$ cat src/rtl/arith_pkg.sv
// Shared arithmetic-datapath definitions: state encoding for the sequential adders.
package arith_pkg;

  localparam logic [1:0] S_IDLE = 2'd0;
  localparam logic [1:0] S_RUN  = 2'd1;
  localparam logic [1:0] S_DONE = 2'd2;

endpackage

$ cat src/rtl/full_adder.sv
// One-bit full adder; the single arithmetic cell reused by the bit-serial adder.
module full_adder (
  input  logic a,
  input  logic b,
  input  logic cin,
  output logic s,
  output logic cout
);

  assign s    = a ^ b ^ cin;
  assign cout = (a & b) | (a & cin) | (b & cin);

endmodule

$ cat src/rtl/serial_adder.sv
// Bit-serial adder: {cout, sum} = a + b + cin, one bit per cycle LSB-first through a
// single full_adder, with valid/ready handshakes on both the operand and result sides.
module serial_adder
  import arith_pkg::*;
#(
  parameter int WIDTH = 8
) (
  input  logic             clk,
  input  logic             rst_n,
  input  logic             in_valid,
  output logic             in_ready,
  input  logic [WIDTH-1:0] a,
  input  logic [WIDTH-1:0] b,
  input  logic             cin,
  output logic             out_valid,
  input  logic             out_ready,
  output logic [WIDTH-1:0] sum,
  output logic             cout
);

  localparam int                CW       = $clog2(WIDTH + 1);
  localparam logic [CW-1:0]     CNT_LAST = CW'(WIDTH - 1);

  logic [1:0]       state_q,  state_d;
  logic [WIDTH-1:0] a_sh_q,   a_sh_d;
  logic [WIDTH-1:0] b_sh_q,   b_sh_d;
  logic [WIDTH-1:0] sum_sh_q, sum_sh_d;
  logic             carry_q,  carry_d;
  logic [CW-1:0]    cnt_q,    cnt_d;
  logic             fa_s;
  logic             fa_cout;

  full_adder u_full_adder (
    .a    (a_sh_q[0]),
    .b    (b_sh_q[0]),
    .cin  (carry_q),
    .s    (fa_s),
    .cout (fa_cout)
  );

  always_comb begin
    // NOTE: every _d starts as its _q so no path through the case leaves a signal
    // unassigned; that is what keeps this block free of inferred latches.
    state_d  = state_q;
    a_sh_d   = a_sh_q;
    b_sh_d   = b_sh_q;
    sum_sh_d = sum_sh_q;
    carry_d  = carry_q;
    cnt_d    = cnt_q;

    case (state_q)
      S_IDLE: begin
        if (in_valid) begin
          a_sh_d   = a;
          b_sh_d   = b;
          sum_sh_d = '0;
          carry_d  = cin;
          cnt_d    = '0;
          state_d  = S_RUN;
        end
      end
      S_RUN: begin
        a_sh_d   = a_sh_q >> 1;
        b_sh_d   = b_sh_q >> 1;
        // The new sum bit enters at the MSB so after WIDTH shifts bit 0 is the LSB result.
        sum_sh_d = sum_sh_q >> 1;
        sum_sh_d[WIDTH-1] = fa_s;
        carry_d  = fa_cout;
        cnt_d    = cnt_q + CW'(1);
        if (cnt_q == CNT_LAST) begin
          state_d = S_DONE;
        end
      end
      S_DONE: begin
        if (out_ready) begin
          state_d = S_IDLE;
        end
      end
      default: state_d = S_IDLE;
    endcase
  end

  // NOTE: state is updated with non-blocking assignments so every flop samples the
  // pre-edge value of every other flop, independent of statement order.
  always_ff @(posedge clk or negedge rst_n) begin
    if (!rst_n) begin
      state_q  <= S_IDLE;
      a_sh_q   <= '0;
      b_sh_q   <= '0;
      sum_sh_q <= '0;
      carry_q  <= 1'b0;
      cnt_q    <= '0;
    end else begin
      state_q  <= state_d;
      a_sh_q   <= a_sh_d;
      b_sh_q   <= b_sh_d;
      sum_sh_q <= sum_sh_d;
      carry_q  <= carry_d;
      cnt_q    <= cnt_d;
    end
  end

  // Handshake flags and result come only from flops, never from in_valid/out_ready.
  assign in_ready  = (state_q == S_IDLE);
  assign out_valid = (state_q == S_DONE);
  assign sum       = out_valid ? sum_sh_q : '0;
  assign cout      = out_valid & carry_q;

endmodule
$ cat config.mk
export PLATFORM = sky130hd
export DESIGN_NAME = serial_adder
export DESIGN_NICKNAME = d
export VERILOG_FILES = /design/src/rtl/arith_pkg.sv /design/src/rtl/full_adder.sv /design/src/rtl/serial_adder.sv
export SDC_FILE = /design/constraint.sdc
export NUM_CORES = 1
export LEC_CHECK = 0
export ABC_CLOCK_PERIOD_IN_PS = 2700
export BUFFER_PORTS_ARGS = -buffer_cell sky130_fd_sc_hd__buf_2
export CORE_UTILIZATION = 38
export DETAILED_ROUTE_END_ITERATION = 6
export GPL_TIMING_DRIVEN = 0
export PLACE_DENSITY_LB_ADDON = 0.2
export SLEW_MARGIN = 20
export SYNTH_ARGS = -nofsm -noshare
export SYNTH_HDL_FRONTEND = slang
export SYNTH_SLANG_ARGS = --single-unit
$ cat constraint.sdc
create_clock -name clk -period 2.7 [get_ports clk]
set_input_delay 0.135 -clock clk [delete_from_list [all_inputs] [get_ports clk]]
set_output_delay 0.135 -clock clk [all_outputs]
set_load 0.02 [all_outputs]
==> metrics list, run 1 <==
- Setup repair after global routing missed its margin: no
- Clock buffer count from CTS: 5
- Largest clock skew in the final design: 6.30 ps
- Area of the placeable core: 3660 sq um
- The number of buffers and inverters on the critical path is 3.
* Boundary Pins: 32
- Counting tap cells, the placed design contains a total of 228 instances.
- The final layout contains 211 nets.
* Final ANT Viol Nets: 0
- Yosys top cell by area: sky130_fd_sc_hd__dfrtp_1
- Final number of hold-violating endpoints: 0
* Drt wl/cell: 11.8 um
- In this run, synthesis inferred 0 flip-flops with an integrated enable.
- Crit Path Category: reg2out
- Remaining global-route overflow: 0
- R2R Path Start: state_q[0]$_DFFE_PN0P_
* Number of antenna violations at the first check in global routing: 0
* Mean instance size in the synthesized netlist: 9.69 sq um
* Ratio of cells with drive above 1 in the final layout: 27.1%
- Setup violation total in the final timing report: 0
* Vias: 1138
* Class of the worst hold path: in2reg
* Number of global-route vias before repair: 1137
- After the first detailed-routing iteration, the DRC count stood at 37.
* CP cell instances: and2b_1, buf_2, inv_1, nor2_1, buf_2
- During synthesis, Yosys emitted a total of 0 warnings.
- Die Span X: 63.6 um
* Kind of start point of the critical path: flip-flop
- The worst-case IR drop observed on VDD is 524 uV.
- After detailed routing, the total wire length is 2.79 mm.
- The die covers 4050 sq um.
- Among cell families on the critical path, the largest total delay comes from flip-flops.
- Before antenna repair, the detailed router went through 4 iterations.
- Slew at the pin with the worst max-slew slack: 684 ps
- The longest clock path from root to sink contains 2 buffers.
* Fin Setup TNS: 0 ps
- Cell count of the worst reg-to-reg path: 4
- Timing would allow up to 648 MHz.
- Counting flops with an async set or reset pin after synthesis yields a share of 100%.
- After detailed routing, the number of vias per cell comes to 4.82.
- Overall track demand over capacity in global routing: 16.2%
- The H-tree was split into 2 levels.
- For this run, the register share of the synthesized area comes to 53.7%.
* Final period demand of the worst path: 1540 ps
* Synthesized netlist net count: 172
- After layout, the worst path uses 57.2% of the clock period.
- For this run, the leading register cell type out of synthesis is sky130_fd_sc_hd__dfrtp_1.
* Number of maximum-capacitance constraint violations: 0
- Post-cts resize count: 0
- Once the clock tree was built, the setup fixing pass inserted 0 buffers.
* Capture point of the worst reg-to-reg path: a_sh_q[6]$_DFFE_PN0P_
* Routability cong.: 0.710
* Clock tree from TritonCTS: done
* Cell mode on critical path: sky130_fd_sc_hd__buf_2
* Leak Pwr: 0.918 nW
- Once detailed placement completed, the half-perimeter wirelength came to 1.99 mm.
* Top-count cell post-synth: sky130_fd_sc_hd__nand2_1
* Cell types with the highest counts after synthesis: sky130_fd_sc_hd__nand2_1, sky130_fd_sc_hd__dfrtp_1, sky130_fd_sc_hd__a22oi_1
* Stages on the worst setup path: 5
- Among all stages on the critical path, the largest delay is contributed by sky130_fd_sc_hd__dfrtp_1.
- At the worst endpoint, the arrival time is 1410 ps.
- The max-slew violation count came to 0.
* Total number of clock tree sinks: 31
- The worst setup path is captured at a primary output.
- Relative max-transition margin: 54.4%
* Area growth from synthesis to layout: 21.7%
* Source-to-sink clock delay at the later pin of the worst-skew pair: 280 ps
- For this design the ratio of total power to cell area is 1020 nW/um^2.
- STA puts the critical path data required time at 2570 ps.
* DRC Markers: 0
- Number of non-filler instances in the completed layout: 236
* Crit path capture: cout
* N_diodes: 0
- Clock-pin slew was measured on the worst setup and hold paths at 60 ps.
* Row Count: 22
- Main area contributors after synthesis: sky130_fd_sc_hd__dfrtp_1, sky130_fd_sc_hd__nand2_1, sky130_fd_sc_hd__a22oi_1
* Die H: 63.6 um
- Critical path origin: state_q[0]$_DFFE_PN0P_
- Setup slack, reg-to-reg: 1380 ps
- Initial core utilization: 39.4%
- In this design, the stage delay of the slowest critical-path cell is 440 ps.
- Area share of the leading cell type in the synthesized netlist: 53.7%
* Run status: completed
- Number of instances in the synthesized netlist: 149
- The first global-routing pass estimated 5.03 mm of wire.
* Maximum number of pins on one net before global-route repair: 32
- Worst Path Max Fanout: 10
- In this run, synthesis produced a sequential element count of 31.
- Cell Area, Synth: 1440 sq um
* Root buffer selected by CTS: sky130_fd_sc_hd__clkbuf_8
- The count of buffers added on input and output ports is 31.
* Number of distinct library cell variants in the gate-level netlist after synthesis: 25
worst min path at each step:
stage | start | endpoint | slack [ps] | cells past startpoint
after floorplan | rst_n | a_sh_q[0]$_DFFE_PN0P_ | -160 | 0
after global placement | rst_n | state_q[0]$_DFFE_PN0P_ | 210 | 1
after detailed placement | rst_n | state_q[1]$_DFFE_PN0P_ | 220 | 1
after CTS | out_ready | state_q[1]$_DFFE_PN0P_ | 40 | 2
after global routing | out_ready | state_q[1]$_DFFE_PN0P_ | 40 | 2
final | out_ready | state_q[1]$_DFFE_PN0P_ | 50 | 2
worst reg2reg max path, cell delays in order, from the launching register on:
cell                       delay (ps)
sky130_fd_sc_hd__dfrtp_1          440
sky130_fd_sc_hd__o21bai_2         360
sky130_fd_sc_hd__buf_2            300
sky130_fd_sc_hd__nand2_1           80
sky130_fd_sc_hd__nand2_1           70
power breakdown:
part           switching, mW  internal, mW  leakage [nW]
registers              0.127         0.662         0.399
logic                  0.347         0.297         0.472
clock network          0.161         0.199        0.0470
routing by layer:
metal	global-route usage (%)	part of all wire (%)	vias to the layer above
met4	4.26	0.47	0
met5	0	0	-
li1	-	-	567
met3	5.98	4.7	2
met2	25.9	48	28
met1	20.3	47	541
stage by stage:
step / power [mW] / area, sq um / setup slack, ps / hold slack, ps / utilization, %
4_1_cts: 1.82 / 1760 / 1140 / 41.2 / 48.0
6_report: 1.79 / 1760 / 1160 / 48.7 / 48.0
2_1_floorplan: 1.28 / 1440 / 1410 / -161 / -
5_1_grt: 1.96 / 1760 / 1050 / 44.3 / 48.0
3_5_place_dp: 1.45 / 1660 / 1410 / 217 / 45.3
3_3_place_gp: 1.43 / 1660 / 1420 / 215 / 45.3
area by class of cell:
cell class                 count  area, sq um
timing repair buffer          32          165
clock inverter                 1         5.00
fill                         365         1900
clock buffer                   6         82.6
buffer                        10         82.6
sequential                    31          776
multi-input combinational    104          571
tap                           48         60.1
inverter                       4         15.0
cells by family after synthesis:
group | Yosys count | synth area share [%]
DFF | 31 | 53.7
adders and majority gates | 2 | 2.25
buffers and inverters | 14 | 6.76
and+or+nand+nor | 69 | 21.6
muxes | 1 | 0.693
AOI/OAI and AO/OA | 32 | 15.0
state kept, by name (all words and copies together) (netlist names):
signal and count:
a_sh_q 8, b_sh_q 8, sum_sh_q 8, cnt_q 4
state_q 2, carry_q 1
cell usage in the layout, fill, tap and decap left out, types with 2 or more instances in the layout:
cell type,count
sky130_fd_sc_hd__o21ai_1,11
sky130_fd_sc_hd__o22ai_1,2
sky130_fd_sc_hd__buf_2,34
sky130_fd_sc_hd__a21o_1,2
sky130_fd_sc_hd__clkbuf_8,6
sky130_fd_sc_hd__inv_1,4
sky130_fd_sc_hd__nor2_1,3
sky130_fd_sc_hd__nand2b_1,2
sky130_fd_sc_hd__a22oi_1,14
sky130_fd_sc_hd__and2_1,8
sky130_fd_sc_hd__nand2_1,50
sky130_fd_sc_hd__buf_4,3
sky130_fd_sc_hd__dfrtp_1,31
sky130_fd_sc_hd__buf_6,4
timing repair:
action | in CTS | in global routing
endpoints found under the hold margin | 31 | 0
setup endpoints to repair | 0 | 0
hold buffers | 1 | 0
Power figures use the tool's default switching activity.
==> run 2: changes to the inputs <==
--- a/config.mk
+++ b/config.mk
@@ -5,7 +5,7 @@
 export SDC_FILE = /design/constraint.sdc
 export NUM_CORES = 1
 export LEC_CHECK = 0
-export ABC_CLOCK_PERIOD_IN_PS = 2700
+export ABC_CLOCK_PERIOD_IN_PS = 1400
 export BUFFER_PORTS_ARGS = -buffer_cell sky130_fd_sc_hd__buf_2
 export CORE_UTILIZATION = 38
 export DETAILED_ROUTE_END_ITERATION = 6
==> constraint.sdc (replaced) <==
create_clock -name clk -period 1.4 [get_ports clk]
set_input_delay 0.07 -clock clk [delete_from_list [all_inputs] [get_ports clk]]
set_output_delay 0.07 -clock clk [all_outputs]
set_load 0.02 [all_outputs]
==> run 2 against run 1 <==
Non-clock buffer count increased by 6. First-iteration DRC count increased by 14%. Highest routed layer unchanged. Critical path type unchanged. Global-route usage increased by 0.12 points. Critical endpoint is now sum[7]. Combinational power increased by 110%. Via count increased by 3.8%. Largest power group unchanged. Sequential power increased by 93%.
==> metrics list, run 2 (synthesis results as in run 1) <==
* Run status: completed
- Clock tree from TritonCTS: done
* Boundary Pins: 32 (unchanged)
- The antenna diode count came to 0 (unchanged).
- Max IR drop VDD: 1010 uV (+93%)
- The final critical path takes up 98.8% of the cycle.
- Clock-pin slew of the registers on the worst-case setup and hold paths: 60 ps (about the same)
- Number of antenna violations at the first check in global routing: 0 (unchanged)
- Post-route worst setup slack: 16.3 ps (-1140 ps)
* Timing-limited maximum frequency: 723 MHz
- Row Count: 22 (unchanged)
* Setup violation total in the final timing report: 0 (unchanged)
* Registers with the most flip-flops: a_sh_q: 8 flops, b_sh_q: 8 flops, sum_sh_q: 8 flops
- The worst setup path is launched from a flip-flop.
* Global-route wire length before repair: 5.06 mm (+0.68%)
- Final number of hold-violating endpoints: 0 (unchanged)
- The headroom to the max-slew limit came to 54.3% (about the same).
- Largest clock skew in the final design: 6.19 ps (-0.107 ps)
* Number of non-filler instances in the completed layout: 242 (+2.5%)
- Power Total: 3.55 mW (+98%)
* Data arrival time of the worst path: 1310 ps (-100 ps)
- PwrDens: 1890 nW/um^2 (+85%)
* Drt wl/cell: 11.7 um (-1.3%)
- The overall track demand over capacity in global routing came to 16.3% (+0.12 points).
- The number of cells on the worst reg-to-reg path was 5 (+1).
* Detailed-routing iteration count for the pre-antenna-repair pass: 5 (+1)
* Vias: 1181 (+3.8%)
- R2R Path Start: state_q[0]$_DFFE_PN0P_
- The overall overflow remaining after global route was 0 (unchanged).
- Clock buffer depth: 2 (unchanged)
* Die H: 63.6 um (unchanged)
* Capture point of the worst reg-to-reg path: a_sh_q[5]$_DFFE_PN0P_
* Source-to-sink clock delay at the later pin of the worst-skew pair: 280 ps (about the same)
- Relative to the synthesized area, the layout overhead comes to 29.9%.
* Slew at the pin with the worst max-slew slack: 685 ps (+0.406 ps)
* HP Start: a[0]
* HPWL after detailed placement: 1.99 mm (unchanged)
- Placed insts: 228 (unchanged)
* DRC Markers: 0 (unchanged)
- Final wirelength: 2.82 mm (+1.2%)
- Root buffer selected by CTS: sky130_fd_sc_hd__clkbuf_8
- Setup Slack @ Placement: 107 ps (-1300 ps)
* Net count reported at finish: 217 (+2.8%)
* Initial core utilization: 39.4% (unchanged)
- The H-tree level count was 2 (unchanged).
* Area of the placeable core: 3660 sq um (unchanged)
- The reported leakage power came to 0.953 nW (+3.8%).
- Final period demand of the worst path: 1380 ps
- The critical path is of the reg2out type.
- Clock buffer count from CTS: 5 (unchanged)
- Final ANT Viol Nets: 0 (unchanged)
* Number of input and output port buffers inserted: 31 (unchanged)
* Via/cell ratio: 4.88 (+1.2%)
* Setup slack, reg-to-reg: 20 ps (-1360 ps)
* Die area: 4050 sq um (unchanged)
- The TritonCTS sink count is 31 (unchanged).
- Endpoint required time on the critical path: 1330 ps (-1240 ps)
- Number of global-route vias before repair: 1143 (+0.53%)
* Hold path endpoint: a_sh_q[0]$_DFFE_PN0P_
- The worst setup path is captured at a primary output.
- Worst Path Max Fanout: 10 (unchanged)
- The share of layout cells above drive strength 1 came to 28.9% (+1.7 points).
- The maximum number of pins on one net before global-route repair came to 32 (unchanged).
- The min-delay analysis places its worst path in the category in2reg.
- The number of max-cap violations was 0 (unchanged).
* Final Hold Slack: 6.50 ps (-42.2 ps)
- The detailed router's first-iteration violation count is 42 (+14%).
- The library cell used most frequently in the layout, excluding fill and tap cells, is sky130_fd_sc_hd__nand2_1.
* Cell depth of the worst hold path: 3 (+1)
- Routability cong.: 0.710 (unchanged)
* Die Span X: 63.6 um (unchanged)
- Final count of pins violating max slew: 0 (unchanged)
- The top cell types in the final layout, fill and taps aside, are sky130_fd_sc_hd__nand2_1, sky130_fd_sc_hd__dfrtp_1, sky130_fd_sc_hd__buf_2.
- Setup repair after global routing missed its margin: yes
## run 2: cell count changes in the layout (fill, tap and decap cells not counted), sizes merged
cell / change
dlygate4sd3: +4
clkbuf: +1
buf: +1
## run 2: what timing repair did
item,CTS,global route
hold endpoints to repair,35,0
buffers inserted,2,0
cloned,0,0
endpoints found under the setup margin,9,29
pin swaps,0,1
resized for setup,6,12
hold buffers,5,0
## run 2: power by group
| group | switching, mW | internal, mW |
|---|---|---|
| combinational | 0.690 | 0.641 |
| sequential | 0.239 | 1.28 |
| clock | 0.312 | 0.385 |
| total | 1.24 | 2.31 |
## run 2: worst max path at each step
| stage | to | slack [ps] | cells past startpoint | start |
|---|---|---|---|---|
| floorplan | cout | 170 | 4 | state_q[0]$_DFFE_PN0P_ |
| global placement | sum_sh_q[7]$_DFFE_PN0P_ | 120 | 4 | state_q[1]$_DFFE_PN0P_ |
| detailed placement | a_sh_q[5]$_DFFE_PN0P_ | 110 | 4 | state_q[0]$_DFFE_PN0P_ |
| CTS | sum[1] | 2 | 4 | state_q[1]$_DFFE_PN0P_ |
| global route | a_sh_q[6]$_DFFE_PN0P_ | -50 | 5 | state_q[0]$_DFFE_PN0P_ |
| finish | sum[7] | 20 | 4 | state_q[1]$_DFFE_PN0P_ |
## run 2: layer usage
metal  up-vias  GRT usage (%)  share of wire (%)
li1        581              -                  -
met1       564           20.4                 46
met2        32           26.2                 48
met3         4           5.98                4.7
met4         0           4.26               0.81
met5         -              0                  0
## run 2: critical path: stages (launching register included)
cell and delay (ps):
sky130_fd_sc_hd__dfrtp_2 440, sky130_fd_sc_hd__and2b_1 170, sky130_fd_sc_hd__buf_6 130, sky130_fd_sc_hd__and2_1 150, sky130_fd_sc_hd__buf_2 150
## run 2: stage by stage
| step | cell area, sq um | setup TNS [ps] | utilization (%) |
|---|---|---|---|
| after floorplan | 1440 | 0 | - |
| after global placement | 1660 | 0 | 45.3 |
| after detailed placement | 1660 | 0 | 45.3 |
| after CTS | 1840 | 0 | 50.2 |
| after global routing | 1880 | -910 | 51.2 |
| final | 1880 | 0 | 51.2 |
## run 2: final cells by class
type / instances / area [sq um]
Tap cell: 48 / 60.1
Sequential cell: 31 / 778
Clock inverter: 1 / 5.00
Fill cell: 351 / 1790
Buffer: 10 / 95.1
Clock buffer: 6 / 82.6
Timing Repair Buffer: 38 / 267
Multi-Input combinational cell: 104 / 573
Inverter: 4 / 15.0
==> run 3: changes to the inputs <==
--- a/config.mk
+++ b/config.mk
@@ -5,9 +5,11 @@
 export SDC_FILE = /design/constraint.sdc
 export NUM_CORES = 1
 export LEC_CHECK = 0
-export ABC_CLOCK_PERIOD_IN_PS = 1400
+export ABC_CLOCK_PERIOD_IN_PS = 1200
 export BUFFER_PORTS_ARGS = -buffer_cell sky130_fd_sc_hd__buf_2
-export CORE_UTILIZATION = 38
+export CELL_PAD_IN_SITES_DETAIL_PLACEMENT = 1
+export CELL_PAD_IN_SITES_GLOBAL_PLACEMENT = 1
+export CORE_UTILIZATION = 36
 export DETAILED_ROUTE_END_ITERATION = 6
 export GPL_TIMING_DRIVEN = 0
 export PLACE_DENSITY_LB_ADDON = 0.2
==> constraint.sdc (replaced) <==
create_clock -name clk -period 1.2 [get_ports clk]
set_input_delay 0.06 -clock clk [delete_from_list [all_inputs] [get_ports clk]]
set_output_delay 0.06 -clock clk [all_outputs]
set_load 0.02 [all_outputs]
==> run 3 against run 2 <==
The run now ends with setup timing left. Register-to-register slack got worse by 170 ps. Via count rose by 11%. Clock skew rose by 3.3 ps. Die area rose by 5.4%. Sequential cell count did not move. Core utilization rose by 9.0 points. Critical endpoint is now cout. Largest power group is now combinational cells.
==> metrics list, run 3 (synthesis results as in run 1) <==
- Number of antenna violations at the first check in global routing: 0 (unchanged)
- Of the available clock period, the critical path in the final layout requires 119%.
- The hold violation total from the final report came to 0 (unchanged).
- Die H: 65.3 um (+2.7%)
* Post-route core utilization: 60.3% (+9.0 points)
* Final period demand of the worst path: 1420 ps
* Max IR drop VDD: 921 uV (-8.7%)
* Met3 track demand over resource: 3.99% (-2.0 points)
- Commonest cells after routing, fill and taps aside: sky130_fd_sc_hd__nand2_1, sky130_fd_sc_hd__dfrtp_1, sky130_fd_sc_hd__buf_2
* Area of the placeable core: 3740 sq um (+2.3%)
- PwrDens: 2180 nW/um^2 (+15%)
* Number of input and output port buffers inserted: 31 (unchanged)
- The overall overflow remaining after global route came to 0 (unchanged).
- Most common cell after layout, fill and taps aside: sky130_fd_sc_hd__nand2_1
* Final ANT Viol Nets: 0 (unchanged)
- The last weighted congestion value of the routability-driven placer was 0.716 (+0.89%).
- The overall routed net length is 4.20 mm (+49%).
* Clock-pin slew of the registers on the worst-case setup and hold paths: 60 ps (about the same)
* Data arrival time of the worst path: 1360 ps (+50 ps)
- Fin Setup TNS: -5610 ps (-5610 ps)
* Clock buffer depth: 2 (unchanged)
- The startpoint identified for the worst register-to-register timing path is state_q[0]$_DFFE_PN0P_.
- Setup Slack @ Placement: -151 ps (-258 ps)
- The reg-to-reg setup timing slack came to -150 ps (-170 ps).
* Die Span X: 65.3 um (+2.7%)
* Placed inst area: 1660 sq um (+0.15%)
* Post-route worst setup slack: -223 ps (-239 ps)
* Source-to-sink clock delay at the later pin of the worst-skew pair: 280 ps (about the same)
- Setup repair after global routing missed its margin: yes
- The per-cell via count in the routed design came to 4.95 (+1.4%).
- The power after layout was 4.93 mW (+39%).
- Kind of start point of the critical path: flip-flop
- The design area was 2260 sq um (+20%).
- Busiest layer in global routing: met2
- The first-pass GRT wire length is 6.51 mm (+29%).
* Net count reported at finish: 238 (+9.7%)
- Boundary Pins: 32 (unchanged)
- The max-slew violation count is 0 (unchanged).
- Number of global-route vias before repair: 1370 (+20%)
* Initial core utilization: 38.6% (-0.87 points)
- Cell count of the worst reg-to-reg path: 6 (+1)
- The reported leakage power came to 1.11 nW (+17%).
- The floorplan die area was 4270 sq um (+5.4%).
* Ratio of cells with drive above 1 in the final layout: 44.0% (+15 points)
- In this run the critical register-to-register path is captured at a_sh_q[6]$_DFFE_PN0P_.
- Based on the critical path, the design can be clocked at up to 703 MHz.
* Maximum number of pins on one net before global-route repair: 32 (unchanged)
- Detailed-routing iteration count for the pre-antenna-repair pass: 4 (-1)
* Endpoint required time on the critical path: 1140 ps (-190 ps)
- The routed length per instance was 15.9 um (+36%).
- STA classifies the critical path endpoint as a primary output.
- Hold path endpoint: a_sh_q[2]$_DFFE_PN0P_
- The estimated wirelength of the detail-placed design is 2.33 mm (+17%).
* Violations in the final reports: setup timing
- The TritonCTS sink count came to 31 (unchanged).
- TritonCTS built the clock tree.
- DRC Markers: 0 (unchanged)
- Registers with the most flip-flops: a_sh_q: 8 flops, b_sh_q: 8 flops, sum_sh_q: 8 flops
* Number of maximum-capacitance constraint violations: 0 (unchanged)
- The number of inserted filler cells in the final layout was 422 (+20%).
- Row Count: 22 (unchanged)
* H-tree Lvls: 2 (unchanged)
- The CTS buffer count is 5 (unchanged).
- The detailed router's first-iteration violation count was 47 (+12%).
- Largest clock skew in the final design: 9.52 ps (+3.33 ps)
- In this run the most critical hold path is launched from a[2].
- The worst-path maximum fanout came to 5 (-5).
- The global-route met1 utilization was 24.2% (+3.7 points).
- The flow ran to the end, but the final reports show violations.
- Class of the worst hold path: in2reg
- N_diodes: 0 (unchanged)
- Area growth from synthesis to layout: 56.2%
- The via count came to 1306 (+11%).
- The total setup violations reported at the end of the flow came to 39 (+39).
- The slew at the pin closest to its max-slew limit is 706 ps (+21.5 ps).
- Overall track demand over capacity in global routing: 20.6% (+4.4 points)
* Cell depth of the worst hold path: 3 (unchanged)
- CTS placed an instance of sky130_fd_sc_hd__clkbuf_8 at the clock tree root.
- The headroom to the max-slew limit came to 52.9% (-1.4 points).
- Crit Path Category: reg2out
* Met2 demand-to-capacity share in global routing: 36.6% (+10 points)
==> run 3: changes by cell type in the layout (fill, tap and decap cells not counted), moves of 4 or more <==
| cell | previous run | this run |
|---|---|---|
| sky130_fd_sc_hd__a22oi_1 | 14 | 5 |
| sky130_fd_sc_hd__a22oi_2 | 0 | 9 |
| sky130_fd_sc_hd__and2_1 | 7 | 0 |
| sky130_fd_sc_hd__and2_4 | 1 | 8 |
| sky130_fd_sc_hd__buf_2 | 26 | 21 |
| sky130_fd_sc_hd__buf_4 | 4 | 15 |
| sky130_fd_sc_hd__buf_6 | 11 | 18 |
| sky130_fd_sc_hd__dlygate4sd3_1 | 5 | 9 |
==> run 3: power breakdown <==
part           switching, mW  total, mW  internal [mW]  leakage, nW
sequential             0.352       1.84           1.49        0.399
clock                  0.387      0.783          0.396       0.0477
combinational           1.07       2.30           1.23        0.667
total                   1.81       4.93           3.11         1.11
==> run 3: worst max-delay path by stage <==
stage | start | endpoint | slack [ps] | cells past startpoint
final | state_q[0]$_DFFE_PN0P_ | cout | -220 | 5
after global placement | state_q[1]$_DFFE_PN0P_ | sum_sh_q[7]$_DFFE_PN0P_ | -90 | 4
after global routing | state_q[0]$_DFFE_PN0P_ | cout | -280 | 5
after detailed placement | state_q[0]$_DFFE_PN0P_ | a_sh_q[6]$_DFFE_PN0P_ | -150 | 4
after CTS | state_q[0]$_DFFE_PN0P_ | cout | -200 | 5
after floorplan | state_q[0]$_DFFE_PN0P_ | a_sh_q[3]$_DFFE_PN0P_ | 40 | 5
==> run 3: layer usage <==
layer  wire (um)  up-vias  share of wire (%)
li1            -      626                  -
met1        1690      641                 40
met2        2320       28                 55
met3         104       11                2.5
met4          89        0                2.1
met5           0        -                  0
==> run 3: cell type report <==
class / count / area (sq um) / share of cell area [%]
repair buffers: 60 / 524 / 23.2
inverters: 4 / 17.5 / 0.776
clock buffers: 5 / 68.8 / 3.05
plain buffers: 9 / 109 / 4.83
multi-input cells: 104 / 684 / 30.3
flip-flops and latches: 31 / 777 / 34.4
well taps: 48 / 60.1 / 2.66
clock inverters: 3 / 15.0 / 0.666
==> run 3: through the flow <==
stage | std cells | hold slack, ps
final | 264 | 2.91
after CTS | 257 | 0.0901
after floorplan | 149 | -236
after global routing | 264 | 5.91
after detailed placement | 228 | 147
after global placement | 228 | 143
==> run 3: timing repair <==
item | 4_1_cts | 5_1_grt
hold buffers | 9 | 0
gates resized for setup | 42 | 23
setup buffers | 10 | 5
cloned | 3 | 2
endpoints found under the hold margin | 39 | 0
endpoints found under the setup margin | 34 | 42
pin swaps | 15 | 5
==> run 3: worst max-delay path: stages, from the launching register on <==
cell	delay [ps]
sky130_fd_sc_hd__dfrtp_2	440
sky130_fd_sc_hd__and2b_2	260
sky130_fd_sc_hd__buf_6	130
sky130_fd_sc_hd__inv_4	40
sky130_fd_sc_hd__nor2_4	100
sky130_fd_sc_hd__buf_6	120
